## src/rtl/nt_pkg.sv

```systemverilog
// Shared definitions for the NT node pipeline cell: default parameters and
// the bitwise history-feedback node function used by the RTL, generator
// scripts and reference models.
package nt_pkg;

  // Default build parameters for nt_pipe_cell instances
  localparam int NT_DEF_WIDTH  = 1;
  localparam int NT_DEF_STAGES = 2;
  localparam int NT_DEF_CNT_W  = 8;

  // Widest vector the node function handles; callers zero-extend their
  // operands to this width and truncate the result back to their own width.
  localparam int NT_MAX_W = 64;

  typedef logic [NT_MAX_W-1:0] nt_vec_t;

  // Bitwise NT node: NAND of the operands, folded with the previous beat's
  // operand A (hist) and gated by the side operand captured with the
  // previous beat (gside).
  function automatic nt_vec_t nt_node_f(input nt_vec_t hist,
                                        input nt_vec_t gside,
                                        input nt_vec_t a,
                                        input nt_vec_t b);
    nt_vec_t p;
    nt_vec_t t;
    nt_vec_t u;
    p = ~(a & b);
    t = ~(~hist & p);
    u = ~(t & gside);
    return t & u;
  endfunction

endpackage

```

## src/rtl/nt_pipe_stage.sv

```systemverilog
// One valid/data register slice of the bubble-collapsing pipeline. The slice
// loads whenever it is empty or its downstream neighbour is taking its
// current contents, so empty slots fill even while the output is stalled.
module nt_pipe_stage #(
  parameter int WIDTH = 1
) (
  input  logic             clock,
  input  logic             reset,
  input  logic             up_valid,
  input  logic [WIDTH-1:0] up_data,
  output logic             up_ready,
  input  logic             down_ready,
  output logic             valid,
  output logic [WIDTH-1:0] data
);

  logic load;

  assign load     = ~valid | down_ready;
  assign up_ready = load;

  // Capture the upstream beat when this slot is free or being drained
  always_ff @(posedge clock) begin
    if (reset) begin
      valid <= 1'b0;
      data  <= '0;
    end else if (load) begin
      valid <= up_valid;
      if (up_valid) begin
        data <= up_data;
      end
    end
  end

endmodule

```

## src/rtl/nt_pipe_cell.sv

```systemverilog
// Handshaked, pipelined NT node cell. Stage 0 evaluates the node function
// on accepted beats using the history (previous operand A) and gated side
// operand (previous in_side); the result then travels through STAGES
// register slices. A saturating counter tallies output handshakes.
// WIDTH must not exceed nt_pkg::NT_MAX_W.
module nt_pipe_cell
  import nt_pkg::*;
#(
  parameter int WIDTH  = NT_DEF_WIDTH,
  parameter int STAGES = NT_DEF_STAGES,
  parameter int CNT_W  = NT_DEF_CNT_W
) (
  input  logic             I1470,
  input  logic             I1477,
  input  logic             in_valid,
  output logic             in_ready,
  input  logic [WIDTH-1:0] in_a,
  input  logic [WIDTH-1:0] in_b,
  input  logic [WIDTH-1:0] in_side,
  input  logic             bypass,
  output logic             out_valid,
  input  logic             out_ready,
  output logic [WIDTH-1:0] out_y,
  output logic [CNT_W-1:0] beat_cnt
);

  logic [WIDTH-1:0] hist;
  logic [WIDTH-1:0] gside;
  logic [WIDTH-1:0] node_y;
  logic             accept;

  logic             stage_valid [STAGES];
  logic [WIDTH-1:0] stage_data  [STAGES];
  logic             stage_ready [STAGES+1];

  // The last slice drains into the consumer; the ready chain ripples back
  // from there, so out_ready reaches in_ready combinationally.
  assign stage_ready[STAGES] = out_ready;
  assign in_ready            = stage_ready[0];
  assign accept              = in_valid & stage_ready[0];

  assign out_valid = stage_valid[STAGES-1];
  assign out_y     = stage_data[STAGES-1];

  // Node evaluation for the beat currently offered; bypass forwards operand A
  always_comb begin
    node_y = WIDTH'(nt_node_f(nt_vec_t'(hist), nt_vec_t'(gside),
                              nt_vec_t'(in_a), nt_vec_t'(in_b)));
    if (bypass) begin
      node_y = in_a;
    end
  end

  // History and side operand advance on every accepted beat, bypass or not
  always_ff @(posedge I1470) begin
    if (I1477) begin
      hist  <= '0;
      gside <= '0;
    end else if (accept) begin
      hist  <= in_a;
      gside <= in_side;
    end
  end

  // Output handshake counter that sticks at its maximum value
  always_ff @(posedge I1470) begin
    if (I1477) begin
      beat_cnt <= '0;
    end else if (out_valid && out_ready && (beat_cnt != {CNT_W{1'b1}})) begin
      beat_cnt <= beat_cnt + CNT_W'(1);
    end
  end

  for (genvar i = 0; i < STAGES; i++) begin : g_stage
    logic             up_valid;
    logic [WIDTH-1:0] up_data;

    if (i == 0) begin : g_head
      assign up_valid = in_valid;
      assign up_data  = node_y;
    end else begin : g_body
      assign up_valid = stage_valid[i-1];
      assign up_data  = stage_data[i-1];
    end

    nt_pipe_stage #(
      .WIDTH(WIDTH)
    ) u_stage (
      .clock      (I1470),
      .reset      (I1477),
      .up_valid   (up_valid),
      .up_data    (up_data),
      .up_ready   (stage_ready[i]),
      .down_ready (stage_ready[i+1]),
      .valid      (stage_valid[i]),
      .data       (stage_data[i])
    );
  end

endmodule

```

## config.mk

```make
export PLATFORM = sky130hd
export DESIGN_NAME = nt_pipe_cell
export DESIGN_NICKNAME = d
export VERILOG_FILES = /design/src/rtl/nt_pkg.sv /design/src/rtl/nt_pipe_stage.sv /design/src/rtl/nt_pipe_cell.sv
export SDC_FILE = /design/constraint.sdc
export NUM_CORES = 1
export LEC_CHECK = 0
export ABC_AREA = 1
export ABC_CLOCK_PERIOD_IN_PS = 1190
export CAP_MARGIN = 10
export CORE_UTILIZATION = 42
export CTS_BUF_LIST = sky130_fd_sc_hd__clkbuf_16
export CTS_CLUSTER_DIAMETER = 100
export DETAILED_ROUTE_END_ITERATION = 8
export GPL_TIMING_DRIVEN = 0
export PLACE_DENSITY_LB_ADDON = 0.1
export SETUP_SLACK_MARGIN = 0.2
export SLEW_MARGIN = 10
export SYNTH_ARGS = -nofsm -noshare
export SYNTH_HDL_FRONTEND = slang
export SYNTH_HIERARCHICAL = 1
export SYNTH_SLANG_ARGS = --single-unit
```

## constraint.sdc

```tcl
create_clock -name I1470 -period 1.19 [get_ports I1470]
set_input_delay 0.1785 -clock I1470 [delete_from_list [all_inputs] [get_ports I1470]]
set_output_delay 0.1785 -clock I1470 [all_outputs]
set_load 0.01 [all_outputs]
```

==> summary.log, run 1 <==
INFO  setup_path     cp-end-kind=flip-flop
INFO  global_route   antenna_violations_before_repair=0
INFO  setup_path     cpMaxStageDelayCell=sky130_fd_sc_hd__dfxtp_4
INFO  placement      gp_weighted_congestion=0.8301
INFO  synth          synth.cells.most_frequent=sky130_fd_sc_hd__nor2_1 (20), sky130_fd_sc_hd__inv_1 (19), sky130_fd_sc_hd__nand2_1 (15)
INFO  job            cap_viol_max_count=0
INFO  die            die_outline_area=0.001908mm²
INFO  finish         final_net_count=149
INFO  drt            top_layer=met4
INFO  drt            wl_per_cell=11.70µm
INFO  sta            worst_margin_pin_slew=240.6ps
INFO  die            start_util=46.79%
INFO  global_route   first_pass_grt_wire_length=2794µm
INFO  clock_tree     h_tree_levels=1
INFO  setup_path     criticalPathCategory=reg2reg
INFO  synth          avgSynthCellArea=6.882µm²
INFO  placement      placed_area=977.2µm²
INFO  die            core_area=0.001559mm²
INFO  drt            routedLengthMet1=805µm
INFO  power          power.clock.fraction=49.4%
INFO  global_route   largest_net_degree_at_the_start_of_global_routing=11
INFO  global_route   grtUsageTotal=19.71%
INFO  finish         insertedDiodeCount=0
INFO  drt            dr_wl_met2=926µm
INFO  sta            finalSetupTns=-35.40ps
INFO  finish         fin_area=0.001157mm²
INFO  global_route   grt_overflow=0
INFO  drt            detailedRoute.firstPassIterationCount=6
INFO  finish         areaGrowthSynthToFinish=58.66%
INFO  drt            met3_wirelength=58µm
INFO  setup_path     timing.critical_path.from_type=flip-flop
INFO  synth          yosys_warnings=6
INFO  status         violations=DRC, setup timing
INFO  synth          synth_top_cells_by_area=sky130_fd_sc_hd__dfxtp_1 (38%), sky130_fd_sc_hd__nor2_1 (10%), sky130_fd_sc_hd__inv_1 (9.8%)
INFO  setup_path     crit_path_cell_trace=ha_4 > nand2_4 > nor2_4 > nand2_4 > nand2_8 > inv_4 > nor2_1 > nor2_1
INFO  clock_tree     cts_root_buffer=sky130_fd_sc_hd__clkbuf_16
INFO  drt            drt_first_iter_violations=12
INFO  power          power.share.combinational=11.6%
INFO  sta            report.final.slew_viol_count=0
INFO  sta            setup_repair_after_global_routing_missed_its_margin=true
INFO  die            die_x=43.68µm
INFO  sta            report.final.setup_viol=1
INFO  power          total_power_per_unit_cell_area=1114mW/mm²
INFO  sta            finalCritPeriodShare=103.0%
INFO  drt            viasPerCell=4.858
INFO  global_route   via_count_of_the_first_global_routing_pass=725
INFO  drt            vias=753
INFO  power          leakage=0.5766nW
INFO  synth          seq_area_frac_synth=38.42%
INFO  finish         final.fill_count=136
INFO  sta            max_clock_freq=816.1MHz
INFO  finish         final_layout_size_suffix_gt1_share=43.17%
INFO  clock_tree     path_clk_slew=50ps
INFO  setup_path     critPathRequiredTime=1320ps
INFO  synth          postSynth.topFlopCell=sky130_fd_sc_hd__dfxtp_1
INFO  finish         multiInputGateArea=440.4µm²
INFO  drt            drt_drc_violations_left=1
INFO  power          cellInternalPower=0.0009994W
INFO  synth          synth-edff-count=0
INFO  placement      io_buffers=18
INFO  power          overall_power_consumption=0.001290W
INFO  power          power.share.sequential=39.0%
INFO  power          peak_vdd_ir=0.8471mV
INFO  setup_path     critical_path_arrival=1360ps
INFO  synth          synth_net_count=115
INFO  synth          post_synth_instance_area=729.5µm²
INFO  clock_tree     clk_latency=240ps
INFO  synth          yosys.cell_count.top_type=sky130_fd_sc_hd__nor2_1
INFO  synth          yosysTopAreaCellShare=38.42%
INFO  finish         register_area=305.3µm²
INFO  setup_path     largest_driver_fanout_on_the_critical_path=8
INFO  drt            antenna_left=0
INFO  placement      dp_hpwl=1078µm
INFO  power          switching_share_of_power=22.51%
INFO  sta            worst_hold_slack=380.4ps
INFO  power          switching_power=0.0002904W
INFO  worst_hold_path min_path_type=in2reg
INFO  synth          synthCells=106
INFO  synth          yosysTopAreaCell=sky130_fd_sc_hd__dfxtp_1
INFO  die            row_count=14
INFO  sta            worst_slew_margin_rel=83.87%
INFO  sta            finClkSkew=1.499ps
INFO  drt            finalWirelength=1814µm
INFO  clock_tree     num_cts_buffers=3
INFO  synth          postSynthRegisterBits=14
INFO  clock_tree     cts_tree=built
INFO  clock_tree     clock_tree.buffer_depth=2
INFO  status         run_status=complete, but fails checks
INFO  sta            report.final.hold_viol_count=0
INFO  die            num_ports=19
INFO  synth          postSynth.asyncResetShare=0%
INFO  clock_tree     cts_num_sinks=14
INFO  sta            final.min_clock_period=1225ps
INFO  clock_tree     post_cts_hold_buffer_count=0
INFO  sta            worst_slack=-35.40ps
INFO  synth          synth.lib_cells_used.distinct=18
INFO  setup_path     worst_path_largest_cell_delay=360ps
INFO  die            chipHeight=43.68µm
-- through the flow --
stage / setup slack (ps) / util, % / instances
2_1_floorplan: 84.02 / - / 106
3_3_place_gp: -477.3 / 62.68 / 140
3_5_place_dp: -483.9 / 62.68 / 140
4_1_cts: 33.81 / 71.19 / 151
5_1_grt: -83.58 / 74.24 / 155
6_report: -35.40 / 74.24 / 155
-- cell families after synthesis --
group | count (synthesis) | share of synthesized area [%]
simple gates | 52 | 36.36
fa+ha+maj | 1 | 1.715
buf+inv | 21 | 10.81
flops | 14 | 38.42
compound gates | 18 | 12.69
-- routing by layer --
layer  vias to the layer above  track usage (%)
met5                         -                0
met4                         0            13.13
met3                         4            4.583
met2                        15            34.63
met1                       334            20.67
li1                        400                -
-- path summary, 6_finish.rpt --
path	startpoint	endpoint	slack [ps]	cells after the start
max	beat_cnt[0]	beat_cnt[0]	-40	8
min	in_a	hist	380	3
max reg2reg	beat_cnt[0]	beat_cnt[0]	-40	8
min reg2reg	g_stage[1].u_stage/data	g_stage[1].u_stage/data	490	2
-- flip-flops by register name (all words and copies together) (netlist names) --
name,count
beat_cnt,8
g_stage.u_stage/valid,2
hist,1
gside,1
g_stage.u_stage/data,2
-- what timing repair did --
action                                  CTS  global route
endpoints found under the hold margin     0             0
resized for setup                        52            19
endpoints found under the setup margin   22            17
pin swaps                                 9             6
buffers inserted                          7             4
cloned                                    0             0
-- area by class of cell --
type | instances | area share (%)
clock buffer | 3 | 6.486
clock inverter | 1 | 0.3243
inverter | 21 | 7.243
multi-input combinational | 71 | 38.05
sequential | 14 | 26.38
tap | 16 | 1.730
timing repair buffer | 29 | 19.78
-- power by group through the flow --
stage	Combinational (W)	Clock (W)	Sequential (W)
final	0.000150	0.000637	0.000503
after global routing	0.000167	0.000658	0.000506
after CTS	0.000135	0.000652	0.000499
after detailed placement	0.000129	0	0.000515
after global placement	0.000126	0	0.000515
after floorplan	0.0000643	0	0.000518
-- critical path: cells and delay by family, from the launching register on --
| kind | cells | cell delay [ps] |
|---|---|---|
| adder cells (fa/ha/maj) | 1 | 140 |
| buffers and inverters | 1 | 40 |
| AND/OR/NAND/NOR | 6 | 580 |
| flip-flops | 1 | 360 |
-- cell usage in the layout, fill, tap and decap left out, drive strengths merged --
cell type / count
nand3: 8
nand2: 21
clkdlybuf4s15: 1
o21ai: 7
buf: 20
a21oi: 10
dlymetal6s2s: 1
dlygate4sd2: 3
clkdlybuf4s50: 3
nor2: 22
inv: 22
o31ai: 1
nor3: 1
clkbuf: 4
ha: 1
dfxtp: 14
No activity file was read; power rests on OpenSTA's default activity.
==> inputs of run 2 (changes only) <==
Settings changed: CORE_UTILIZATION 42 to 44, CTS_BUF_LIST sky130_fd_sc_hd__clkbuf_16 to sky130_fd_sc_hd__clkbuf_4.
==> run 2 against run 1 <==
Against the previous run: the run now ends clean; first-iteration DRC count decreased by 67%; clock power decreased by 53%; via count down 2.0%; core utilization down 5.1 points; sequential share of layout area is 2.5 points higher; worst setup slack gained 55 ps; maximum frequency is 4.7% higher; register-to-register slack improved by 50 ps; final cell count fell by 3.2%; flip-flop and latch count unchanged; die area shrank 4.3%; largest power group is now registers.
==> summary.log, run 2 (same netlist as run 1, synthesis figures left out) <==
INFO  drt            detailedRoute.firstPassIterationCount=4 [-2]
INFO  global_route   grt_overflow=0 [unchanged]
INFO  setup_path     criticalPathCategory=reg2reg
INFO  drt            viasPerCell=4.920 [+1.3%]
INFO  sta            max_clock_freq=854.1MHz [+4.7%]
INFO  setup_path     critical_path_arrival=1340ps [-20 ps]
INFO  clock_tree     h_tree_levels=1 [unchanged]
INFO  power          peak_vdd_ir=0.6435mV [-24%]
INFO  sta            report.final.hold_viol_count=0 [unchanged]
INFO  setup_path     startpoint=beat_cnt[0]
INFO  drt            drt_first_iter_violations=4 [-8]
INFO  clock_tree     cts_root_buffer=sky130_fd_sc_hd__clkbuf_4
INFO  sta            report.final.slew_viol_count=0 [unchanged]
INFO  die            die_outline_area=0.001825mm² [-4.3%]
INFO  placement      gp_weighted_congestion=0.7719 [-7.0%]
INFO  setup_path     reg2reg_from=beat_cnt[0]
INFO  clock_tree     num_cts_buffers=3 [unchanged]
INFO  drt            drt_drc_violations_left=0 [-1]
INFO  finish         final.fill_count=136 [unchanged]
INFO  clock_tree     clk_latency=270ps [+30 ps]
INFO  finish         largest_registers=beat_cnt: 8 flops, g_stage.u_stage/data: 2 flops, g_stage.u_stage/valid: 2 flops
INFO  setup_path     worst-r2r-cell-count=8 [unchanged]
INFO  drt            vias=738 [-2.0%]
INFO  placement      placed_area=977.2µm² [unchanged]
INFO  finish         largest_reg_flops=8 [unchanged]
INFO  sta            finalCritPeriodShare=98.39% [-4.6 points]
INFO  finish         final_cells=150 [-3.2%]
INFO  placement      pre_cts_setup_slack=-473.9ps [+9.912 ps]
INFO  placement      dp_hpwl=1092µm [+1.3%]
INFO  die            chipHeight=42.72µm [-2.2%]
INFO  finish         fin_area=0.001054mm² [-9.0%]
INFO  clock_tree     clock_tree.buffer_depth=2 [unchanged]
INFO  global_route   via_count_of_the_first_global_routing_pass=648 [-11%]
INFO  placement      io_buffers=18 [unchanged]
INFO  setup_path     r2r_setup_slack=20ps [+50 ps]
INFO  finish         final_layout_size_suffix_gt1_share=43.28% [+0.12 points]
INFO  status         run_status=finished, final reports clean
INFO  finish         areaGrowthSynthToFinish=44.43%
INFO  finish         largest_register=beat_cnt
INFO  placement      place_inst=140 [unchanged]
INFO  global_route   antenna_violations_before_repair=0 [unchanged]
INFO  setup_path     critPathCapture=beat_cnt[0]
INFO  die            start_util=47.87% [+1.1 points]
INFO  setup_path     timing.critical_path.from_type=flip-flop
INFO  job            cap_viol_max_count=0 [unchanged]
INFO  clock_tree     cts_num_sinks=14 [unchanged]
INFO  drt            finalWirelength=1516µm [-16%]
INFO  finish         post-route-util=69.13% [-5.1 points]
INFO  global_route   largest_net_degree_at_the_start_of_global_routing=11 [unchanged]
INFO  sta            worst_slack=19.17ps [+54.56 ps]
INFO  sta            worst_slew_margin_rel=85.02% [+1.1 points]
INFO  sta            report.final.setup_viol=0 [-1]
INFO  sta            worst_margin_pin_slew=223.5ps [-17.04 ps]
INFO  sta            final.min_clock_period=1171ps [-54.56 ps]
INFO  sta            finClkSkew=4.920ps [+3.421 ps]
INFO  drt            wl_per_cell=10.11µm [-14%]
INFO  setup_path     destination_of_the_worst_register_to_register_timing_path=beat_cnt[0]
INFO  clock_tree     cts_tree=built
INFO  power          overall_power_consumption=0.0009350W [-28%]
INFO  global_route   first_pass_grt_wire_length=2601µm [-6.9%]
INFO  setup_path     largest_driver_fanout_on_the_critical_path=8 [unchanged]
INFO  power          total_power_per_unit_cell_area=887.5mW/mm² [-20%]
INFO  power          leakage=0.5161nW [-10%]
INFO  die            die_x=42.72µm [-2.2%]
INFO  clock_tree     post_cts_hold_buffer_count=0 [unchanged]
INFO  die            core_area=0.001524mm² [-2.2%]
INFO  finish         insertedDiodeCount=0 [unchanged]
INFO  setup_path     cp-end-kind=flip-flop
INFO  setup_path     critPathRequiredTime=1360ps [+40 ps]
INFO  drt            antenna_left=0 [unchanged]
INFO  clock_tree     path_clk_slew=90ps [+40 ps]
INFO  global_route   grtUsageTotal=19.04% [-0.66 points]
INFO  die            row_count=14 [unchanged]
INFO  finish         most-common-layout-cells=sky130_fd_sc_hd__inv_1 (17), sky130_fd_sc_hd__nor2_1 (17), sky130_fd_sc_hd__nand2_1 (14), sky130_fd_sc_hd__buf_2 (9)
INFO  die            num_ports=19 [unchanged]
INFO  worst_hold_path min_path_type=in2reg
INFO  finish         final_net_count=144 [-3.4%]
INFO  sta            setup_repair_after_global_routing_missed_its_margin=true
==> run 2: cell count changes in the layout (fill, tap and decap cells not counted), sizes merged <==
cell,previous run,this run
buf,20,16
clkdlybuf4s50,3,4
dlygate4sd2,3,2
inv,22,21
==> run 2: power by group <==
| group | switching, W | internal [W] | total, W |
|---|---|---|---|
| registers | 0.0000179 | 0.000484 | 0.000502 |
| clock network | 0.000147 | 0.000153 | 0.000300 |
| logic | 0.0000698 | 0.0000636 | 0.000133 |
==> run 2: through the flow <==
| step | hold WS (ps) | TNS (ps) |
|---|---|---|
| 2_1_floorplan | 240.2 | 0 |
| 3_3_place_gp | 466.8 | -2039 |
| 3_5_place_dp | 475.2 | -2152 |
| 4_1_cts | 325.7 | 0 |
| 5_1_grt | 360.4 | -183.1 |
| 6_report | 343.5 | 0 |
==> run 2: what timing repair did <==
item	CTS	global route
endpoints found under the setup margin	22	15
pin swaps	10	5
resized for setup	58	10
setup buffers	5	1
==> run 2: area by class of cell <==
cell class	instances	area, µm²	area share (%)
clock buffers	4	30.03	2.850
inverters	21	81.33	7.720
multi-input cells	71	431.7	40.97
flip-flops and latches	14	304.0	28.86
well taps	16	20.02	1.900
repair buffers	24	186.4	17.70
==> run 2: how the worst min path moves through the flow <==
stage               startpoint                  endpoint  cells after the start
detailed placement        hist                      hist                      2
floorplan                I1477  g_stage[1].u_stage/valid                      1
CTS                       in_a                      hist                      3
global placement         gside                     gside                      2
finish                    in_a                      hist                      3
global route              in_a                      hist                      3
==> run 2: worst max-delay path, stage by stage, from the launching register on <==
cell                      delay, ps
sky130_fd_sc_hd__dfxtp_4        380
sky130_fd_sc_hd__ha_4           140
sky130_fd_sc_hd__nand2_4         60
sky130_fd_sc_hd__nor2_4         100
sky130_fd_sc_hd__nand2_4        100
sky130_fd_sc_hd__nand2_8        110
sky130_fd_sc_hd__inv_4           30
sky130_fd_sc_hd__nor2_1          80
sky130_fd_sc_hd__nor2_1          50
==> run 2: per-layer routing <==
metal	global-route usage [%]	share of wire [%]	wire length (µm)
met5	0	0	0
met1	20.59	42	636
met4	9.375	1.1	17
met2	34.55	54	816
met3	3.830	3.0	46
